--- config.mk ---
export PLATFORM = sky130hd
export DESIGN_NAME = irq_ctrl_flat
export DESIGN_NICKNAME = d
export VERILOG_FILES = /design/src/rtl/irq_ctrl_if.sv /design/src/rtl/irq_ctrl.sv /design/src/flat_wrapper.sv
export SDC_FILE = /design/constraint.sdc
export NUM_CORES = 1
export LEC_CHECK = 0
export CAP_MARGIN = 30
export CORE_MARGIN = 4
export CORE_UTILIZATION = 35
export CTS_CLUSTER_DIAMETER = 40
export CTS_CLUSTER_SIZE = 8
export DETAILED_ROUTE_END_ITERATION = 12
export GPL_ROUTABILITY_DRIVEN = 0
export GPL_TIMING_DRIVEN = 0
export PLACE_DENSITY_LB_ADDON = 0.2
export SETUP_SLACK_MARGIN = 0.15
export SYNTH_ARGS = -nofsm -noshare
export SYNTH_HDL_FRONTEND = slang
export SYNTH_SLANG_ARGS = --single-unit
--- constraint.sdc ---
create_clock -name clk -period 2.5 [get_ports clk]
set_input_delay 0.5 -clock clk [delete_from_list [all_inputs] [get_ports clk]]
set_output_delay 0.5 -clock clk [all_outputs]
set_load 0.03 [all_outputs]
--- src/rtl/irq_ctrl_if.sv ---
// Bus port bundle for irq_ctrl on the picorv32 native memory bus.
interface irq_ctrl_if;
  logic        irq_sel;
  logic [3:0]  addr;
  logic [3:0]  irq_wstrb;
  logic [31:0] irq_di;
  logic [31:0] irq_do;
  logic        irq_ready;

  modport master (
    output irq_sel, addr, irq_wstrb, irq_di,
    input  irq_do, irq_ready
  );

  modport slave (
    input  irq_sel, addr, irq_wstrb, irq_di,
    output irq_do, irq_ready
  );
endinterface

--- src/rtl/irq_ctrl.sv ---
// Memory-mapped interrupt controller feeding the picorv32 irq input.
// Sources are synchronized, latched or tracked as pending, then masked.
module irq_ctrl #(
  parameter int NUM_SRC  = 8,
  parameter int IRQ_BASE = 3
) (
  input  logic               clk,
  input  logic               reset,
  irq_ctrl_if.slave          bus,
  input  logic [NUM_SRC-1:0] src,
  output logic [31:0]        irq_o
);

  typedef enum logic {IDLE, ACK} state_t;

  state_t state_q, state_d;
  logic   acc, wr;

  logic [NUM_SRC-1:0] s1_q, s2_q, prev_q;
  logic [NUM_SRC-1:0] pend_q, pend_d;
  logic [NUM_SRC-1:0] en_q, en_d;
  logic [NUM_SRC-1:0] mode_q, mode_d;
  logic [NUM_SRC-1:0] rise, w1c, w1s;
  logic [NUM_SRC-1:0] lane_m, lane_di;
  logic [31:0]        lmask, rdata;
  logic [31:0]        do_q, irq_d, irq_q;
  logic               rdy_q;
  logic [1:0]         reg_sel;
  logic               unused_bits;

  // FSM: state register
  always_ff @(posedge clk or posedge reset) begin
    if (reset) state_q <= IDLE;
    else       state_q <= state_d;
  end

  // FSM: next state
  always_comb begin
    state_d = state_q;
    unique case (state_q)
      IDLE: if (bus.irq_sel) state_d = ACK;
      ACK:  state_d = IDLE;
    endcase
  end

  // FSM: outputs
  always_comb begin
    acc = (state_q == IDLE) && bus.irq_sel;
    wr  = acc && (|bus.irq_wstrb);
  end

  assign reg_sel = bus.addr[3:2];
  assign lmask   = {{8{bus.irq_wstrb[3]}}, {8{bus.irq_wstrb[2]}},
                    {8{bus.irq_wstrb[1]}}, {8{bus.irq_wstrb[0]}}};
  assign lane_m  = lmask[NUM_SRC-1:0];
  assign lane_di = bus.irq_di[NUM_SRC-1:0] & lane_m;

  always_comb begin
    en_d   = en_q;
    mode_d = mode_q;
    w1c    = '0;
    w1s    = '0;
    if (wr) begin
      unique case (reg_sel)
        2'd0: w1c    = lane_di;
        2'd1: en_d   = (en_q & ~lane_m) | lane_di;
        2'd2: mode_d = (mode_q & ~lane_m) | lane_di;
        2'd3: w1s    = lane_di;
      endcase
    end
  end

  assign rise = s2_q & ~prev_q;

  // Level bits load s1 so pending lines up with the 2-flop synced level
  assign pend_d = (mode_q & ((pend_q & ~w1c) | rise | w1s))
                | (~mode_q & s1_q);

  always_comb begin
    rdata = '0;
    unique case (reg_sel)
      2'd0: rdata = 32'(pend_q);
      2'd1: rdata = 32'(en_q);
      2'd2: rdata = 32'(mode_q);
      2'd3: rdata = '0;
    endcase
  end

  assign irq_d = 32'(pend_q & en_q) << IRQ_BASE;

  always_ff @(posedge clk or posedge reset) begin
    if (reset) begin
      s1_q   <= '0;
      s2_q   <= '0;
      prev_q <= '0;
      pend_q <= '0;
      en_q   <= '0;
      mode_q <= '0;
      do_q   <= '0;
      rdy_q  <= 1'b0;
      irq_q  <= '0;
    end else begin
      s1_q   <= src;
      s2_q   <= s1_q;
      prev_q <= s2_q;
      pend_q <= pend_d;
      en_q   <= en_d;
      mode_q <= mode_d;
      rdy_q  <= acc;
      irq_q  <= irq_d;
      if (acc) do_q <= rdata;
    end
  end

  assign bus.irq_do    = do_q;
  assign bus.irq_ready = rdy_q;
  assign irq_o         = irq_q;

  assign unused_bits = ^{bus.addr[1:0], bus.irq_di, lmask};

endmodule

--- src/flat_wrapper.sv ---
// flat-port wrapper written by rule: the top's interface ports become plain ports
module irq_ctrl_flat 
#(
  parameter int NUM_SRC  = 8,
  parameter int IRQ_BASE = 3
)
  (clk, reset, src, irq_o, bus_irq_sel, bus_addr, bus_irq_wstrb, bus_irq_di, bus_irq_do, bus_irq_ready);
  irq_ctrl_if bus_i ();
  input  logic clk;
  input  logic reset;
  input  logic [NUM_SRC-1:0] src;
  output logic [31:0] irq_o;
  input wire logic [$bits(bus_i.irq_sel)-1:0] bus_irq_sel;
  input wire logic [$bits(bus_i.addr)-1:0] bus_addr;
  input wire logic [$bits(bus_i.irq_wstrb)-1:0] bus_irq_wstrb;
  input wire logic [$bits(bus_i.irq_di)-1:0] bus_irq_di;
  output wire logic [$bits(bus_i.irq_do)-1:0] bus_irq_do;
  output wire logic [$bits(bus_i.irq_ready)-1:0] bus_irq_ready;
  assign bus_i.irq_sel = bus_irq_sel;
  assign bus_i.addr = bus_addr;
  assign bus_i.irq_wstrb = bus_irq_wstrb;
  assign bus_i.irq_di = bus_irq_di;
  assign bus_irq_do = bus_i.irq_do;
  assign bus_irq_ready = bus_i.irq_ready;
  irq_ctrl #(.NUM_SRC(NUM_SRC), .IRQ_BASE(IRQ_BASE)) u_core (.clk(clk), .reset(reset), .bus(bus_i), .src(src), .irq_o(irq_o));
endmodule
# Yosys cells after proc, flatten, opt, wreduce, memory -nomap -nowiden
# Cells that the tools add are included.
# classes
n_reduce_logical	6
magnitude_cmp	0
shifts	0
mul	0
n_eq_ne	3
div_mod_pow	0
addsub	0
bitwise_logic	18
n_mux	7
# ops
operator	count
$pmux W32 S4	1
$and A8 B8 Y8	8
$or A8 B8 Y8	5
$mux W8	4
$not A8 Y8	4
$eq A2 B2 Y1 const B	2
$reduce_and A2 Y1	2
$reduce_or A4 Y1	1
$eq A2 B1 Y1 const B	1
$logic_and A1 B1 Y1	2
$logic_not A2 Y1	1
$pmux W1 S2	1
$mux W1	1
$not A1 Y1	1
# totals
wordCells	44
rom_bits	0
ram_bits	0
in_bits	51
n_memories	0
latchBits	0
output_inout_bits	65
regBits	111

# Longest topological paths before layout
# logic_depth
depth_word	10
depth_mapped	6
depth_no_buf	3

# Least setup slack after synthesis
# OpenSTA, ideal clock, no wires.
# synth_timing
path_type	input-to-reg
from	input port bus_addr[3]
to	register (tool-made name)
path_buffers	3
slack_ps	810
cell_stages	6
t_arrival_ps	1565
required_time_ps	2375
setup_ps	125
path_cell_list	buf_2 -> nor2b_1 -> buf_2 -> nor2b_1 -> buf_2 -> mux2_2
# synth_lines
element	line_no	source
from (decl)	flat_wrapper.sv:14	input wire logic [$bits(bus_i.addr)-1:0] bus_addr;

==> metrics.md <==
| Metric | Value |
|---|---|
| Crit Path Category | in -> reg |
| Post-DRT Antenna Nets | 0 |
| Asr flop ratio synth | 100.0% |
| Syn-to-layout area delta | 31.43% |
| Slew margin rel. | a little over two fifths |
| CP bufs+invs | 2 |
| Total number of vias | around 1.9k |
| Hold buffers post-CTS | 0 |
| Routed wl met3 | around 430 microns |
| Core region area | around 0.0079 sq mm |
| Crit path cell chain | clkdlybuf4s50_1 -> nand3b_1 -> nor2b_1 -> buf_2 -> mux2_2 |
| CP max FO | 9 |
| Internal Power | between 0.002 and 0.0025 W |
| Max VDD drop | ~0.00032 V |
| Initial antenna violation count | 0 |
| Measured slew at the worst slew-check pin | 0.8680 ns |
| Top FF cell, synth | dfrtp_1 |
| Sink Count | 65 |
| Post-DP HPWL | approximately 4.2 mm |
| Drc violations | 0 |
| Total power | between 0.003 and 0.004 W |
| Post-CTS setup buffer count | 0 |
| Share of cells above drive strength 1 | 25.07% |
| Avg Synthesized Cell Area | 11.88 sq um |
| Max_cap viols | 0 |
| Setup TNS | 0 ns |
| Final setup vio count | 0 |
| Vias in the first global route | 1867 |
| Sw Pwr | 0.0008930 W |
| Commonest cells after routing, fill and taps aside | dfrtp_1 (65), buf_4 (48), conb_1 (48), clkdlybuf4s50_1 (36), inv_1 (17) |
| RSZ-0062 raised after global routing | no |
| Slowest Stage Delay on Critical Path | between 0.5 and 0.6 ns |
| Grt total ovfl | 0 |
| Top cell type's share of synthesized area | 56.35% |
| Clock power frac | between 30% and 40% |
| N_diodes | 0 |
| Critical-path cell with the highest stage delay | clkdlybuf4s50_1 |
| Worst slack, placed | between 0.1 and 0.15 ns |
| Post-detailed-route via-to-cell ratio | 4.272 |
| Power share of the combinational group | around a quarter |
| Final core utilization | 48.10% |
| Fill count | between 700 and 800 |
| NumNets Final | approximately 400 |
| Post-Route WL | about 6 mm |
| Share of power burned in registers | 43.5% |
| Drt pass-1 iters | 4 |
| Num rows | 32 |
| Worst setup margin | slightly below 0.5 ns |
| Worst-path clk slew | ~0.060 ns |
| DIE AREA | between 0.009 and 0.01 sq mm |
| CTS tree | built |
| # IOs | between 100 and 150 |
| First-pass GRT wire length | around 9.6 mm |
| Area contributors post-synth | dfrtp_1 (56%), buf_4 (12%), mux2_2 (6.2%), mux2i_1 (2.8%), o32a_1 (2.8%) |
| DR top layer | met4 |
| Post-synth EDFFs | 0 |
| Switching share of power | 29.02% |
| Inserted Clock Buffers | 9 |
| Startpoint types | primary input |
| Pin count of the biggest net entering global routing | 42 |
| Metal-1 WL | ~2.5 mm |
| Min-Delay Path Class | reg -> reg |
| Largest area contributor in the synthesized netlist | dfrtp_1 |
| Syn Inst Count | roughly 240 |
| Achievable frequency | ~500 MHz |
| Synth unique cells | 24 |
| Later-pin clock latency in the skew report | 0.34 ns |
| Initial Utilization | between 30 and 40% |
| Mapped cell area | slightly below 0.003 sq mm |
| Die Span Y | between 90 and 100 microns |
| Crit path DAT | about 2.2 ns |
| DR WL met2 | 2.998 mm |
| Commonest non-fill, non-tap cell in the layout | dfrtp_1 |
| H-tree levels | 3 |
| Gr usage total | around an eighth |
| Deepest clock path buffer count | 2 |
| Ratio of final minimum period to clock period | between 80% and 90% |
| Leak | approximately 1.8 nW |
| Setup Skew | roughly 0.0056 ns |
| Yosys warning count | 0 |
| Status | finished, final reports clean |
| Synthesis-stage register bit count | 65 |
| Starting DRT DRC Count | 70 |
| Post-cts gate resize count | 0 |
| Post-DR wirelength/cell | 13.49 microns |
| Die width | 98.82 microns |
| Pwr Density | ~810 mW/mm^2 |
| Port Buf Inserts | 36 |
| Sequential area share after synthesis | 56.35% |
| Crit-path leading delay family | buffers and inverters |
| Period minus WS final | roughly 2.0 ns |
| CP endpoint kind | flop |
| Root buffer cell | clkbuf_8 |
| Pins Over Slew Limit | 0 |
| CP required | about 2.7 ns |
| Final hold vios | 0 |
==> power by group through the flow <==
stage,Combinational (W),Clock [W],Sequential [W]
floorplan,0.000412,0,0.00145
global placement,0.000735,0,0.00135
detailed placement,0.000749,0,0.00136
CTS,0.000750,0.00103,0.00134
global route,0.000803,0.00107,0.00136
finish,0.000744,0.000994,0.00134
==> synthesized netlist by cell type, drive strengths merged (8+ instances only) <==
| cell type | number |
|---|---|
| dfrtp | 65 |
| buf | 54 |
| inv | 18 |
| mux2 | 16 |
| nand3 | 9 |
| a21oi | 8 |
| a2bb2oi | 8 |
| and2 | 8 |
| mux2i | 8 |
| nand2 | 8 |
| nor2 | 8 |
| o21ai | 8 |
| o221ai | 8 |
| o32a | 8 |
==> stage by stage <==
stage / cells / instance area [sq um] / hold slack, ns
6_report: 445 / 3794 / 0.3759
5_1_grt: 445 / 3794 / 0.3865
4_1_cts: 445 / 3794 / 0.3792
3_5_place_dp: 429 / 3571 / 0.3637
3_3_place_gp: 428 / 3551 / 0.3582
2_1_floorplan: 290 / 3063 / 0.3536
==> cells by family after synthesis <==
logic type	share of synthesized area, %
and+or+nand+nor	7.586
DFF	56.35
muxes	9.016
buffers and inverters	16.51
other	0.1299
AOI/OAI and AO/OA	10.40
==> layer usage <==
metal	track usage [%]	up-vias
met5	0	-
met4	4.727	0
met3	4.742	11
met2	21.49	59
met1	15.15	911
li1	-	920
==> worst paths after layout <==
kind / start / endpoint / slack (ns) / depth (start not counted)
min reg2reg: u_core.s2_q[1] / u_core.prev_q[1] / 0.38 / 0
min: u_core.s2_q[1] / u_core.prev_q[1] / 0.38 / 0
max reg2reg: u_core.bus.irq_ready / flop / 0.66 / 4
max in group asynchronous: reset / u_core.s1_q[3] / 1.20 / 3
max: bus_irq_sel / flop / 0.50 / 5
min in group asynchronous: reset / u_core.s2_q[7] / 0.66 / 2
==> cell type report <==
class	instances	area, sq um	share of cell area [%]
sequential	65	1627	42.88
multi-input combinational	151	959.7	25.30
buffer	56	409.1	10.78
timing repair buffer	37	380.4	10.03
clock buffer	14	162.7	4.288
tap	102	127.6	3.364
inverter	18	67.56	1.781
clock inverter	2	60.06	1.583
Note: power is estimated with default switching activity, not from simulation.
